--- src/rtl/pc_update_unit.sv ---
// Next-PC stage: computes the dynamic next PC from the decoded PC-source code,
// owns the architectural PC, sequences the IFU/execute handshake, counts retired
// instructions and traps (terminally, until reset) on a misaligned target.
module pc_update_unit #(
    parameter int unsigned     XLEN     = 32,
    parameter logic [XLEN-1:0] RESET_PC = XLEN'(32'h8000_0000),
    parameter int unsigned     CNT_W    = 32
) (
    input  logic             clk,
    input  logic             rst,
    input  logic [2:0]       PC_src,
    input  logic [XLEN-1:0]  imm,
    input  logic [XLEN-1:0]  alu_result,
    input  logic             branch_taken,
    input  logic             inst_done,
    input  logic             fetch_ready,
    output logic [XLEN-1:0]  pc,
    output logic [XLEN-1:0]  dnpc,
    output logic             fetch_valid,
    output logic             misalign,
    output logic [CNT_W-1:0] inst_count
);

    // PC-source encodings produced by the upstream decoder
    localparam logic [2:0] SrcPc4    = 3'b000;
    localparam logic [2:0] SrcImm    = 3'b001;
    localparam logic [2:0] SrcJalr   = 3'b010;
    localparam logic [2:0] SrcBranch = 3'b011;
    localparam logic [2:0] SrcJal    = 3'b100;

    typedef enum logic [1:0] {
        StReset = 2'b00,
        StFetch = 2'b01,
        StExec  = 2'b10,
        StTrap  = 2'b11
    } state_e;

    state_e            state_q, state_d;
    logic [XLEN-1:0]   pc_q, pc_d;
    logic [CNT_W-1:0]  inst_count_q, inst_count_d;
    logic              fetch_valid_q, fetch_valid_d;
    logic              misalign_q, misalign_d;

    logic [XLEN-1:0]   pc_plus4;
    logic [XLEN-1:0]   pc_plus_imm;
    logic [XLEN-1:0]   jalr_target;
    logic [XLEN-1:0]   dnpc_w;
    logic              target_misaligned;

    // Next-PC candidates and source select; unused/reserved codes fall back to pc+4
    always_comb begin
        pc_plus4    = pc_q + XLEN'(4);
        pc_plus_imm = pc_q + imm;
        jalr_target = {alu_result[XLEN-1:1], 1'b0};
        dnpc_w      = pc_plus4;
        unique case (PC_src)
            SrcPc4:    dnpc_w = pc_plus4;
            SrcImm:    dnpc_w = pc_plus_imm;
            SrcJalr:   dnpc_w = jalr_target;
            SrcBranch: dnpc_w = branch_taken ? pc_plus_imm : pc_plus4;
            SrcJal:    dnpc_w = pc_plus_imm;
            default:   dnpc_w = pc_plus4;
        endcase
        // Checked after jalr bit0 clearing, so only bit1 can trip it for jalr
        target_misaligned = (dnpc_w[1:0] != 2'b00);
    end

    // Handshake sequencing and retire / trap decision
    always_comb begin
        state_d      = state_q;
        pc_d         = pc_q;
        inst_count_d = inst_count_q;
        misalign_d   = misalign_q;
        unique case (state_q)
            StReset: begin
                state_d = StFetch;
            end
            StFetch: begin
                if (fetch_ready) begin
                    state_d = StExec;
                end
            end
            StExec: begin
                if (inst_done) begin
                    if (target_misaligned) begin
                        misalign_d = 1'b1;
                        state_d    = StTrap;
                    end else begin
                        pc_d         = dnpc_w;
                        inst_count_d = inst_count_q + CNT_W'(1);
                        state_d      = StFetch;
                    end
                end
            end
            StTrap: begin
                state_d = StTrap;
            end
            default: begin
                state_d = StReset;
            end
        endcase
        // Registered request: high exactly while the FSM sits in the fetch state
        fetch_valid_d = (state_d == StFetch);
    end

    // All architectural state, asynchronously reset
    always_ff @(posedge clk or posedge rst) begin
        if (rst) begin
            state_q       <= StReset;
            pc_q          <= RESET_PC;
            inst_count_q  <= '0;
            fetch_valid_q <= 1'b0;
            misalign_q    <= 1'b0;
        end else begin
            state_q       <= state_d;
            pc_q          <= pc_d;
            inst_count_q  <= inst_count_d;
            fetch_valid_q <= fetch_valid_d;
            misalign_q    <= misalign_d;
        end
    end

    assign pc          = pc_q;
    assign dnpc        = dnpc_w;
    assign fetch_valid = fetch_valid_q;
    assign misalign    = misalign_q;
    assign inst_count  = inst_count_q;

    // Structural invariants of the registered outputs
    a_pc_aligned : assert property (@(posedge clk) disable iff (rst)
        pc_q[1:0] == 2'b00);
    a_fetch_valid_state : assert property (@(posedge clk) disable iff (rst)
        fetch_valid_q == (state_q == StFetch));
    a_misalign_state : assert property (@(posedge clk) disable iff (rst)
        misalign_q == (state_q == StTrap));

endmodule

--- config.mk ---
export PLATFORM = sky130hd
export DESIGN_NAME = pc_update_unit
export DESIGN_NICKNAME = d
export VERILOG_FILES = /design/src/rtl/pc_update_unit.sv
export SDC_FILE = /design/constraint.sdc
export NUM_CORES = 1
export LEC_CHECK = 0
export BUFFER_PORTS_ARGS = -buffer_cell sky130_fd_sc_hd__buf_2
export CAP_MARGIN = 20
export CORE_MARGIN = 2
export CORE_UTILIZATION = 57
export DETAILED_ROUTE_END_ITERATION = 12
export GPL_TIMING_DRIVEN = 0
export PLACE_DENSITY = 0.95
export SETUP_SLACK_MARGIN = 0.02
export SLEW_MARGIN = 20
export SYNTH_ARGS = -nofsm -noshare
export SYNTH_HDL_FRONTEND = slang
export SYNTH_SLANG_ARGS = --single-unit
--- constraint.sdc ---
create_clock -name clk -period 5.4 [get_ports clk]
set_input_delay 0.81 -clock clk [delete_from_list [all_inputs] [get_ports clk]]
set_output_delay 0.81 -clock clk [all_outputs]
set_load 0.01 [all_outputs]
==> flow_summary_export.csv <==
group,metric,value,unit
critical_path,critical-path-top-delay-family,"compound AO/OA/AOI/OAI gates",
floorplanning,std_cell_rows,36,
power_and_ir_drop,ir_drop,0.000166,V
critical_path,cp.arrival,3.51,ns
global_routing,grt_overflow,0,
floorplanning,die_x,104,um
clocking,cts_tree,"done",
sta,worst_pin_slew,1.00,ns
critical_path,critPathLaunchType,"input pin",
yosys,synth_fp_nets,792,
detailed_routing,wl_per_cell,17.5,um
placed_design,postPlaceCellArea,6730,um2
finish,nNetsFinal,970,
critical_path,path_common_cell,"buf_2",
critical_path,cpMaxStageDelayCell,"a21boi_0",
global_routing,grtUsageTotal,32.1,%
clocking,insertion_delay,0.35,ns
clocking,cts-root-buf,"clkbuf_8",
finish,drive_gt1_share,26.0,%
yosys,synthCells,686,
clocking,ctsResizeCount,0,
critical_path,path_class,"in -> out",
detailed_routing,first_iter_violations,460,
power_and_ir_drop,p_per_area,280,nW/um2
clocking,clk_pin_slew,0.08,ns
sta,rsz0062_at_grt,"false",
yosys,synthSimpleGateAreaFrac,23.3,%
yosys,yosys_warnings,0,
global_routing,grtUsageMet3,5.95,%
placed_design,dp_hpwl,13.4,mm
yosys,synth_xor_xnor_area_share,12.1,%
sta,slew_headroom,31.4,%
critical_path,cp_cell_sequence,"buf_2 -> ha_1 -> nand3_1 -> o21ai_0 -> o211ai_1 -> a21boi_0 -> a21o_1 -> a21oi_1 -> or3b_2 -> nand2_1 -> buf_2",
floorplanning,fp.dieH,104,um
critical_path,path_buf_inv,2,
sta,fmax,232,MHz
sta,hold_viol,0,
clocking,cts_max_level,3,
sta,period_minus_slack,4.32,ns
floorplanning,coreArea,9730,um2
min_path,holdCritPathClass,"in -> async",
clocking,postCtsHoldBufs,0,
power_and_ir_drop,finalPower,1.95,mW
status,status,"finished clean",
clocking,postCtsSetupRepairBufs,0,
power_and_ir_drop,leakage,3.53,nW
detailed_routing,ant_nets,0,
clocking,cts.sinks,68,
global_routing,grt_pass1_wl,28.3,mm
floorplanning,start_util,58.6,%
sta,fin_crit_sh,80.0,%
sta,finalMaxSlewViolations,0,
detailed_routing,via_count,6028,
clocking,cts_inserted_buffers,9,
global_routing,antenna_found_initial,0,
finish,syn_to_final_growth,22.2,%
critical_path,cp_max_fo,6,
yosys,synth_mux_area_share,4.50,%
detailed_routing,drc,0,
flow_run,maxCapViolCount,0,
critical_path,crit_path_end_kind,"primary output",
placed_design,io_buffer_count,166,
yosys,yosys_most_used_dff,"dfrtp_1",
detailed_routing,routed_wl,17.5,mm
finish,finalInstanceArea,6970,um2
finish,antenna_cells,0,
global_routing,grt_use_met2,51.3,%
detailed_routing,drt_pass1_iterations,5,
global_routing,grt_max_degree,48,
sta,skew,0.0151,ns
clocking,cts_buffer_depth,2,
finish,finish.utilization,71.6,%
global_routing,grt.busiest_layer,"met2",
yosys,syn_avg_cell_area,8.31,um2
yosys,yosysSeqAreaShare,29.9,%
yosys,synth_cell_types,67,
yosys,synthAdderAreaFrac,7.59,%
critical_path,worstPathRequired,4.59,ns
yosys,synth-compound-area-share,18.8,%
yosys,synth_area,5700,um2
global_routing,grt_pass1_vias,5825,
yosys,synth_top_family_by_area,"simple AND/OR/NAND/NOR gates",
yosys,synth_edf_count,0,
critical_path,critPathMaxStageDelay,0.50,ns
sta,setup_viol,0,
sta,setup-tns-final,0,ns
detailed_routing,post_drt_via_cell_ratio,6.02,
yosys,ys_async_sr_fraction,100,%
global_routing,globalRouteMet1Util,41.5,%
placed_design,gp_congestion,0.946,
floorplanning,ios,170,
floorplanning,dieArea,10800,um2
yosys,synth_seq_cells,68,
-- sequential cells by signal (all words and copies together) (netlist names) --
signal       flops
pc              32
state_q          2
fetch_valid      1
misalign         1
inst_count      32
-- metal layers --
metal	routed length (um)	share of wire (%)
met1	7320	42
met2	7960	45
met5	0	0
met3	1350	7.7
met4	875	5.0
-- layout by cell type, fill, tap and decap left out, types with 12 or more instances in the layout --
cell,instances
mux2_2,17
a21oi_1,43
xnor2_1,42
xor2_1,35
o21ai_0,39
dfrtp_1,67
nand3_1,32
clkbuf_1,18
nand2b_1,12
inv_1,25
a22oi_1,20
buf_2,169
nand4_1,18
nor3_1,16
nor2_1,57
nand2_1,79
ha_1,33
-- stage by stage --
step / cells / worst slack, ns / hold WS, ns
floorplan: 686 / 1.85 / 0.455
global placement: 985 / 1.22 / 0.434
detailed placement: 986 / 1.19 / 0.465
CTS: 1002 / 1.19 / 0.424
global route: 1002 / 0.983 / 0.441
finish: 1002 / 1.08 / 0.420
-- power by group --
part	switching, mW	internal [mW]
clock network	0.214	0.308
registers	0.0837	0.554
logic	0.457	0.330
total	0.755	1.19
-- synth_stat cells, types with 2 or more instances --
library cell | n | area, um2
a211oi_1 | 4 | 30.0
a21boi_0 | 4 | 30.0
a21o_1 | 11 | 82.6
a21oi_1 | 43 | 215
a221oi_1 | 2 | 17.5
a222oi_1 | 2 | 20.0
a22oi_1 | 20 | 150
a2bb2oi_1 | 2 | 17.5
a31o_2 | 2 | 17.5
a31oi_1 | 6 | 37.5
and2_1 | 4 | 25.0
and3_1 | 9 | 56.3
and4_1 | 8 | 70.1
buf_1 | 2 | 7.51
buf_2 | 3 | 15.0
buf_6 | 3 | 33.8
clkbuf_1 | 17 | 63.8
dfrtp_1 | 67 | 1680
ha_1 | 33 | 413
inv_1 | 26 | 97.6
mux2_2 | 17 | 191
mux2i_1 | 5 | 50.1
nand2_1 | 79 | 297
nand2b_1 | 12 | 75.1
nand3_1 | 32 | 160
nand4_1 | 18 | 113
nor2_1 | 57 | 214
nor2b_1 | 5 | 31.3
nor3_1 | 16 | 80.1
nor3b_1 | 4 | 30.0
nor4_1 | 2 | 12.5
o211ai_1 | 4 | 30.0
o21ai_0 | 39 | 195
o21bai_1 | 4 | 30.0
o221ai_1 | 4 | 35.0
o22ai_1 | 2 | 12.5
o311ai_0 | 3 | 26.3
o31ai_1 | 3 | 22.5
or2_2 | 4 | 25.0
or3_1 | 6 | 37.5
xnor2_1 | 42 | 368
xor2_1 | 35 | 307
-- cell families (layout without fill, tap and decap cells) --
group                    Yosys count  in the layout
multiplexers                      23             23
buffers and inverters             51            234
AO/OA/AOI/OAI                    165            165
XOR/XNOR                          78             78
AND/OR/NAND/NOR                  267            267
flip-flops                        68             68
adder cells (fa/ha/maj)           34             34
-- worst reg2reg max path: cells and delay by family, from the launching register on --
kind | cells | cell delay, ns
AO/OA/AOI/OAI | 2 | 0.47
adder cells (fa/ha/maj) | 2 | 0.72
buffers and inverters | 3 | 0.78
flip-flops | 1 | 0.43
multiplexers | 1 | 0.38
AND/OR/NAND/NOR | 3 | 0.42
-- cell type report --
cell class,instances,area [um2]
Sequential cell,68,1700
Multi-Input combinational cell,567,3780
Tap cell,133,166
Fill cell,807,2760
Clock buffer,10,128
Buffer,25,120
Inverter,26,100
Timing Repair Buffer,167,858
Clock inverter,6,111
-- worst paths after layout --
check | start | to | slack, ns | cells past startpoint
max | imm[4] | dnpc[25] | 1.08 | 11
min | rst | fetch_valid | 0.42 | 2
max reg2reg | pc[0] | pc[21] | 2.12 | 11
min reg2reg | misalign | misalign | 0.47 | 1
max in group asynchronous | rst | pc[31] | 4.39 | 3
min in group clk | misalign | misalign | 0.47 | 1
Power figures use the tool's default switching activity.
